==> src/rtl/debounce_sync_if.sv <==
// Signal bundle between a raw-input source and the debounce/synchroniser stage.
// The slave side is the debouncer; the master side drives raw_in/clear_glitch.
// fsm_state mirrors the debouncer's qualification state for observation.
interface debounce_sync_if;
   logic       raw_in;
   logic       clear_glitch;
   logic       clean;
   logic       busy;
   logic [7:0] glitch_cnt;
   logic [1:0] fsm_state;

   modport master (
      output raw_in,
      output clear_glitch,
      input  clean,
      input  busy,
      input  glitch_cnt,
      input  fsm_state
   );

   modport slave (
      input  raw_in,
      input  clear_glitch,
      output clean,
      output busy,
      output glitch_cnt,
      output fsm_state
   );
endinterface

==> src/rtl/debounce_sync.sv <==
// Synchroniser plus debounce filter in front of the either-edge detector.
// raw_in is brought into the clk domain through a plain flop chain. A new level
// reaches clean only after STABLE_CYCLES consecutive equal samples. Candidate
// transitions that fall back early are counted in a saturating glitch counter.
// fsm_state encoding: 0 STABLE_LO, 1 WAIT_HI, 2 STABLE_HI, 3 WAIT_LO.
module debounce_sync #(
   parameter int   SYNC_STAGES   = 2,
   parameter int   STABLE_CYCLES = 4,
   parameter logic INIT_LEVEL    = 1'b0
) (
   input logic           clk,
   input logic           rst,
   debounce_sync_if.slave bus
);

   localparam int CW = $clog2(STABLE_CYCLES);
   localparam logic [CW-1:0] CNT_LAST = CW'(STABLE_CYCLES - 1);

   typedef enum logic [1:0] {
      STABLE_LO = 2'd0,
      WAIT_HI   = 2'd1,
      STABLE_HI = 2'd2,
      WAIT_LO   = 2'd3
   } state_t;

   logic [SYNC_STAGES-1:0] sync_q;
   logic                   s;
   state_t                 state;
   logic [CW-1:0]          cnt;
   logic                   clean_q;
   logic                   busy_q;
   logic [7:0]             glitch_q;
   logic                   glitch_evt;

   // Synchroniser shift register: pure flop chain, no logic between stages.
   always_ff @(posedge clk) begin
      if (rst) begin
         sync_q <= {SYNC_STAGES{INIT_LEVEL}};
      end else begin
         sync_q <= {sync_q[SYNC_STAGES-2:0], bus.raw_in};
      end
   end

   assign s = sync_q[SYNC_STAGES-1];

   // A glitch is a WAIT state seeing the old level again before qualification.
   assign glitch_evt = ((state == WAIT_HI) && !s) || ((state == WAIT_LO) && s);

   // Qualification FSM with registered clean/busy and the glitch counter.
   always_ff @(posedge clk) begin
      if (rst) begin
         state    <= INIT_LEVEL ? STABLE_HI : STABLE_LO;
         cnt      <= '0;
         clean_q  <= INIT_LEVEL;
         busy_q   <= 1'b0;
         glitch_q <= 8'd0;
      end else begin
         case (state)
            STABLE_LO: begin
               if (s) begin
                  state  <= WAIT_HI;
                  cnt    <= CW'(1);
                  busy_q <= 1'b1;
               end
            end
            WAIT_HI: begin
               if (!s) begin
                  state  <= STABLE_LO;
                  cnt    <= '0;
                  busy_q <= 1'b0;
               end else if (cnt == CNT_LAST) begin
                  state   <= STABLE_HI;
                  cnt     <= '0;
                  clean_q <= 1'b1;
                  busy_q  <= 1'b0;
               end else begin
                  cnt <= cnt + 1'b1;
               end
            end
            STABLE_HI: begin
               if (!s) begin
                  state  <= WAIT_LO;
                  cnt    <= CW'(1);
                  busy_q <= 1'b1;
               end
            end
            WAIT_LO: begin
               if (s) begin
                  state  <= STABLE_HI;
                  cnt    <= '0;
                  busy_q <= 1'b0;
               end else if (cnt == CNT_LAST) begin
                  state   <= STABLE_LO;
                  cnt     <= '0;
                  clean_q <= 1'b0;
                  busy_q  <= 1'b0;
               end else begin
                  cnt <= cnt + 1'b1;
               end
            end
            default: begin
               state  <= STABLE_LO;
               cnt    <= '0;
               busy_q <= 1'b0;
            end
         endcase

         // Clear beats a simultaneous glitch; the count saturates at 255.
         if (bus.clear_glitch) begin
            glitch_q <= 8'd0;
         end else if (glitch_evt && (glitch_q != 8'hFF)) begin
            glitch_q <= glitch_q + 8'd1;
         end
      end
   end

   assign bus.clean      = clean_q;
   assign bus.busy       = busy_q;
   assign bus.glitch_cnt = glitch_q;
   assign bus.fsm_state  = state;

endmodule

==> src/flat_wrapper.sv <==
// flat-port wrapper written by rule: the top's interface ports become plain ports
module debounce_sync_flat 
#(
   parameter int   SYNC_STAGES   = 2,
   parameter int   STABLE_CYCLES = 4,
   parameter logic INIT_LEVEL    = 1'b0
)
  (clk, rst, bus_raw_in, bus_clear_glitch, bus_clean, bus_busy, bus_glitch_cnt, bus_fsm_state);
  debounce_sync_if bus_i ();
  input logic clk;
  input logic rst;
  input wire logic [$bits(bus_i.raw_in)-1:0] bus_raw_in;
  input wire logic [$bits(bus_i.clear_glitch)-1:0] bus_clear_glitch;
  output wire logic [$bits(bus_i.clean)-1:0] bus_clean;
  output wire logic [$bits(bus_i.busy)-1:0] bus_busy;
  output wire logic [$bits(bus_i.glitch_cnt)-1:0] bus_glitch_cnt;
  output wire logic [$bits(bus_i.fsm_state)-1:0] bus_fsm_state;
  assign bus_i.raw_in = bus_raw_in;
  assign bus_i.clear_glitch = bus_clear_glitch;
  assign bus_clean = bus_i.clean;
  assign bus_busy = bus_i.busy;
  assign bus_glitch_cnt = bus_i.glitch_cnt;
  assign bus_fsm_state = bus_i.fsm_state;
  debounce_sync #(.SYNC_STAGES(SYNC_STAGES), .STABLE_CYCLES(STABLE_CYCLES), .INIT_LEVEL(INIT_LEVEL)) u_core (.clk(clk), .rst(rst), .bus(bus_i));
endmodule
==> config.mk <==
export PLATFORM = sky130hd
export DESIGN_NAME = debounce_sync_flat
export DESIGN_NICKNAME = d
export VERILOG_FILES = /design/src/rtl/debounce_sync_if.sv /design/src/rtl/debounce_sync.sv /design/src/flat_wrapper.sv
export SDC_FILE = /design/constraint.sdc
export NUM_CORES = 1
export LEC_CHECK = 0
export ABC_CLOCK_PERIOD_IN_PS = 3600
export BUFFER_PORTS_ARGS = -buffer_cell sky130_fd_sc_hd__buf_2
export CAP_MARGIN = 20
export CORE_ASPECT_RATIO = 1.75
export CORE_UTILIZATION = 24
export DETAILED_ROUTE_END_ITERATION = 6
export HOLD_SLACK_MARGIN = 0.05
export PLACE_DENSITY = 0.52
export SYNTH_ARGS = -nofsm -noshare
export SYNTH_HDL_FRONTEND = slang
export SYNTH_SLANG_ARGS = --single-unit
==> constraint.sdc <==
create_clock -name clk -period 3.6 [get_ports clk]
set_input_delay 0.18 -clock clk [delete_from_list [all_inputs] [get_ports clk]]
set_output_delay 0.18 -clock clk [all_outputs]
set_load 0.03 [all_outputs]
# Yosys cells after proc, flatten, opt, wreduce, memory -nomap -nowiden

Index checks and enable logic that the tools add are counted.

Register bits: 16
Logic and storage cells: 55

Multiplexer cells: 23
Eq/ne operators: 13
$add $sub $neg: 2
Reduce and logical (&&, ||, !) cells: 11

Operators with widths:

| operator                                                               | number |
|---|---|
| 2-bit 2-to-1 mux                                                       | 10 |
| 2-bit case mux with 4 select lines                                     | 2 |
| 1-bit 2-to-1 mux                                                       | 9 |
| 8-bit by 1-bit adder with 8-bit output (second input constant)         | 1 |
| 2-bit != test (second input constant)                                  | 4 |
| 8-bit != test (second input constant)                                  | 1 |
| 2-bit equality test (second input constant)                            | 3 |
| 5-bit AND reduction                                                    | 1 |
| 2-bit by 1-bit != test with 1-bit output (second input constant)       | 2 |
| 1-bit case mux with 4 select lines                                     | 1 |
| 4-bit AND reduction                                                    | 1 |
| 1-bit logical AND                                                      | 3 |
| 3-bit by 2-bit != test with 1-bit output (second input constant)       | 1 |
| 3-bit != test (second input constant)                                  | 1 |
| 2-bit by 1-bit adder with 2-bit output (second input constant)         | 1 |
| 2-bit by 1-bit equality test with 1-bit output (second input constant) | 1 |
| 2-bit zero test                                                        | 1 |
| 1-bit case mux with 2 select lines                                     | 1 |
| 2-bit AND reduction                                                    | 1 |
| 2-bit nonzero test                                                     | 1 |
| 2-bit OR reduction                                                     | 1 |
| 1-bit zero test                                                        | 1 |
| 1-bit logical OR                                                       | 1 |

# Depth between registers and ports, before layout

Depth in word-level cells: 4
Gate-level depth with buffers: 5
Mapped depth without buffers: 5

# Least setup slack after synthesis

No wires, ideal clock.

Kind: reg-to-reg
From: register (tool-made name)
To: register u_core.glitch_q[6] (netlist: u_core.bus.glitch_cnt[6])
Data required time: 3.530 ns
Period minus slack after synthesis: 1.589 ns
Cell stages (with the launch flop): 5
Arrival: 1.519 ns
Library setup time: 0.070 ns
Slack: 2.011 ns
Cell sequence: dfxtp_1 -> xnor2_4 -> o211ai_4 -> or4_1 -> a21oi_1

RTL lines:

| item                 | line                 | RTL |
|---|---|---|
| to (signal assigned) | debounce_sync.sv:112 | `glitch_q <= glitch_q + 8'd1;` |
| to (decl)            | debounce_sync.sv:32  | `logic [7:0] glitch_q;` |

# Worst setup path in the final report

From: register u_core.glitch_q[0] (netlist: u_core.bus.glitch_cnt[0])
To: register u_core.glitch_q[6] (netlist: u_core.bus.glitch_cnt[6])

Cells in the longest elaborated chain, start to end: 2
Elaborated cells on any way between the ends: 3
Classes of those cells: 1 x add/sub; 1 x eq/ne; 1 x reduce/logical

RTL lines:

| item |
|---|
| branches (longest 2 deep; another with 8-bit by 1-bit adder with 8-bit output) |

Parallel ways; which one is timed is not known.
A chain may end at the register's enable or synchronous reset.

==> run metrics <==
status finished clean; Synth Register Bits 16; top cells by area, synth dfxtp_1 (43%), ha_1 (5.0%), a21oi_1 (4.7%), xnor2_4 (3.7%), nor2_1 (3.5%); R2R Path End u_core.bus.glitch_cnt[6]; register clock-pin slew on the reported worst setup and hold paths approximately 0.060 ns; ys flop type dfxtp_1; Adder-Cell Fraction of Synth Area 5.02%; Num CTS Buffers 3; via count a little over 600; Netlist Area Pre-Place 748 um2; io pins 16; CP Capture Type flip-flop; Post-CTS Setup Repair Bufs 0; RePlAce Congestion around 0.76; Sink Count 16; FFs w/ async S/R, synth 0%; Core Region about 3000 um2; critical path class flip-flop to flip-flop; Peak Freq around 0.64 GHz; Post-Syn Instances just under 80; Worst slew margin between 70 and 80%; max-cap viol count 0; CP Launch Type flip-flop; Nets approximately 100; Initial Util 25.6%; biggest area consumer among synthesized cells dfxtp_1; Avg WL per Cell between 10 and 15 um; die area 3350 um2; post-CTS sizing 0; Max clock buf depth 2; RSZ-0062 raised after global routing no; Synth cell types 30; Design Power 327 uW; row cnt 26; hpwl dp about 1200 um; Power Density 368 nW/um2; GRT overflow 0; Worst Hold Depth 2; Worst Hold Path EP u_core.sync_q[0]; Min-Delay Path Class input pin to flip-flop; EDFF count, synth 0; WL final 1460 um; die height about 76 um; Tot GR Track Use 10.3%; commonest cells in the netlist dfxtp_1 (16), a21oi_1 (7), nor2_1 (7); synthesis warning total 0; H-tree depth 1; share of cells above drive strength 1 a little over a quarter; clock skew between 0.0015 and 0.002 ns; antenna-violating nets left 0; r2r worst-path depth 5; CTS root buf clkbuf_8; Clock Latency Late Sink about 0.24 ns; Pre-Repair DR Iteration Count 5; top-count cell post-synth dfxtp_1; worst vdd rail ir drop between 0.00015 and 0.0002 V; global-route wire length before repair 2570 um; Pleak roughly 0.00039 uW; Filler Cell Count around 330; Arrival @ worst endpoint 1.74 ns; mux cell area share after synthesis approximately 2.8%; required time worst endpoint between 3 and 4 ns; n_diodes 0; CTS hold repair buffers 0; final-report hold violation count 0; Tmin final 1.57 ns; worst-path fanout max 6; sequential cell area fraction in the yosys report around 43%; combinational family with the most area after synthesis compound AO/OA/AOI/OAI gates; Synth Area in Simple Gates 18.4%; initial DRC count 14; Die Wd between 40 and 50 um; Final Max Slew Viols 0; Final period util 43.5%; setup tns final 0 ns; PortBufs 15; post-synthesis xor/xnor area fraction under 10%; largest net degree at the start of global routing 13; Reg2Reg Launch Point u_core.bus.glitch_cnt[0]; Area Overhead vs Synth 18.6%; DRC 0; Avg Vias per Cell roughly 5.1; Yosys top cell area share a little over two fifths; R2R Setup Slk between 2 and 2.5 ns; Synth Area in Compound Gates between 20% and 30%; Synth Area per Inst 9.72 um2; initial antenna violation count 0; Least-Margin Pin Slew approximately 0.43 ns; Setup Viol. Count Final 0; Syn Nets 84; CTS tree done; hold path start bus_raw_in; vias in the first global route just over 600
==> stage by stage <==
stage | setup slack [ns] | instances | hold slack, ns | utilization, % | cell area [um2]
6_report | 2.03 | 120 | 0.155 | 30.3 | 887
4_1_cts | 2.02 | 120 | 0.150 | 30.3 | 887
5_1_grt | 1.92 | 120 | 0.163 | 30.3 | 887
3_5_place_dp | 2.03 | 117 | 0.406 | 28.9 | 846
2_1_floorplan | 2.01 | 77 | 0.308 | - | 748
3_3_place_gp | 2.07 | 117 | 0.393 | 28.9 | 846
==> metal layers <==
layer / vias to the layer above / share of wire [%] / routed length [um] / GRT usage [%]
met1: 293 / 40 / 590 / 10.5
li1: 307 / - / - / -
met4: 0 / 0 / 0 / 4.04
met2: 13 / 55 / 805 / 19.4
met5: - / 0 / 0 / 0
met3: 0 / 4.5 / 65 / 2.61
==> logic make-up after synthesis <==
logic type,Yosys count
compound gates,22
xor+xnor,4
fa+ha+maj,3
buf+inv,5
flops,16
mux,2
simple gates,25
==> layout make-up <==
type | instances | area (um2) | share of cell area (%)
multi-input cells | 56 | 408 | 46.0
repair buffers | 15 | 75.1 | 8.46
well taps | 28 | 35.0 | 3.95
inverters | 2 | 7.51 | 0.846
clock buffers | 3 | 41.3 | 4.65
flip-flops and latches | 16 | 320 | 36.1
==> cell usage in the layout (no fill, tap or decap), types with 2 or more instances in the layout <==
| master | n |
|---|---|
| inv_1 | 2 |
| nor2_1 | 7 |
| nor2b_1 | 2 |
| nand3_1 | 4 |
| xor2_1 | 3 |
| a211oi_1 | 2 |
| dfxtp_1 | 16 |
| nand2_1 | 5 |
| a21oi_1 | 7 |
| ha_1 | 3 |
| or3_1 | 3 |
| o21ai_1 | 3 |
| clkbuf_8 | 3 |
| o21ai_0 | 3 |
| buf_2 | 15 |
==> where the power goes <==
part / total [uW] / internal (uW) / leakage, uW / switching [uW]
combinational: 14.4 / 5.79 / 0.000237 / 8.64
sequential: 183 / 180 / 0.000130 / 3.16
clock: 129 / 73.9 / 0.0000216 / 55.3
total: 327 / 260 / 0.000388 / 67.1
==> worst max-delay path by stage <==
stage                        startpoint                       end  slack [ns]  depth (start not counted)
2_1_floorplan                 flip-flop  u_core.bus.glitch_cnt[6]        2.01                          4
3_3_place_gp   u_core.bus.glitch_cnt[0]  u_core.bus.glitch_cnt[6]        2.07                          5
3_5_place_dp   u_core.bus.glitch_cnt[0]  u_core.bus.glitch_cnt[6]        2.03                          5
4_1_cts        u_core.bus.glitch_cnt[0]  u_core.bus.glitch_cnt[6]        2.02                          5
5_1_grt        u_core.bus.glitch_cnt[0]  u_core.bus.glitch_cnt[7]        1.92                          5
6_report       u_core.bus.glitch_cnt[0]  u_core.bus.glitch_cnt[6]        2.03                          5
==> registers in the layout (all words and copies together), names as in the netlist, named ones only <==
signal and count:
u_core.bus.glitch_cnt 8, u_core.cnt 2, u_core.sync_q 2, u_core.bus.busy 1
u_core.bus.clean 1, u_core.bus.fsm_state 1
==> critical path, stage by stage, from the launching register on <==
cell and delay [ns]:
dfxtp_1 0.35, ha_1 0.26, nand3_1 0.20, o211ai_4 0.13, or4_1 0.41, a21oi_1 0.14
(Power assumes the default switching activity.)
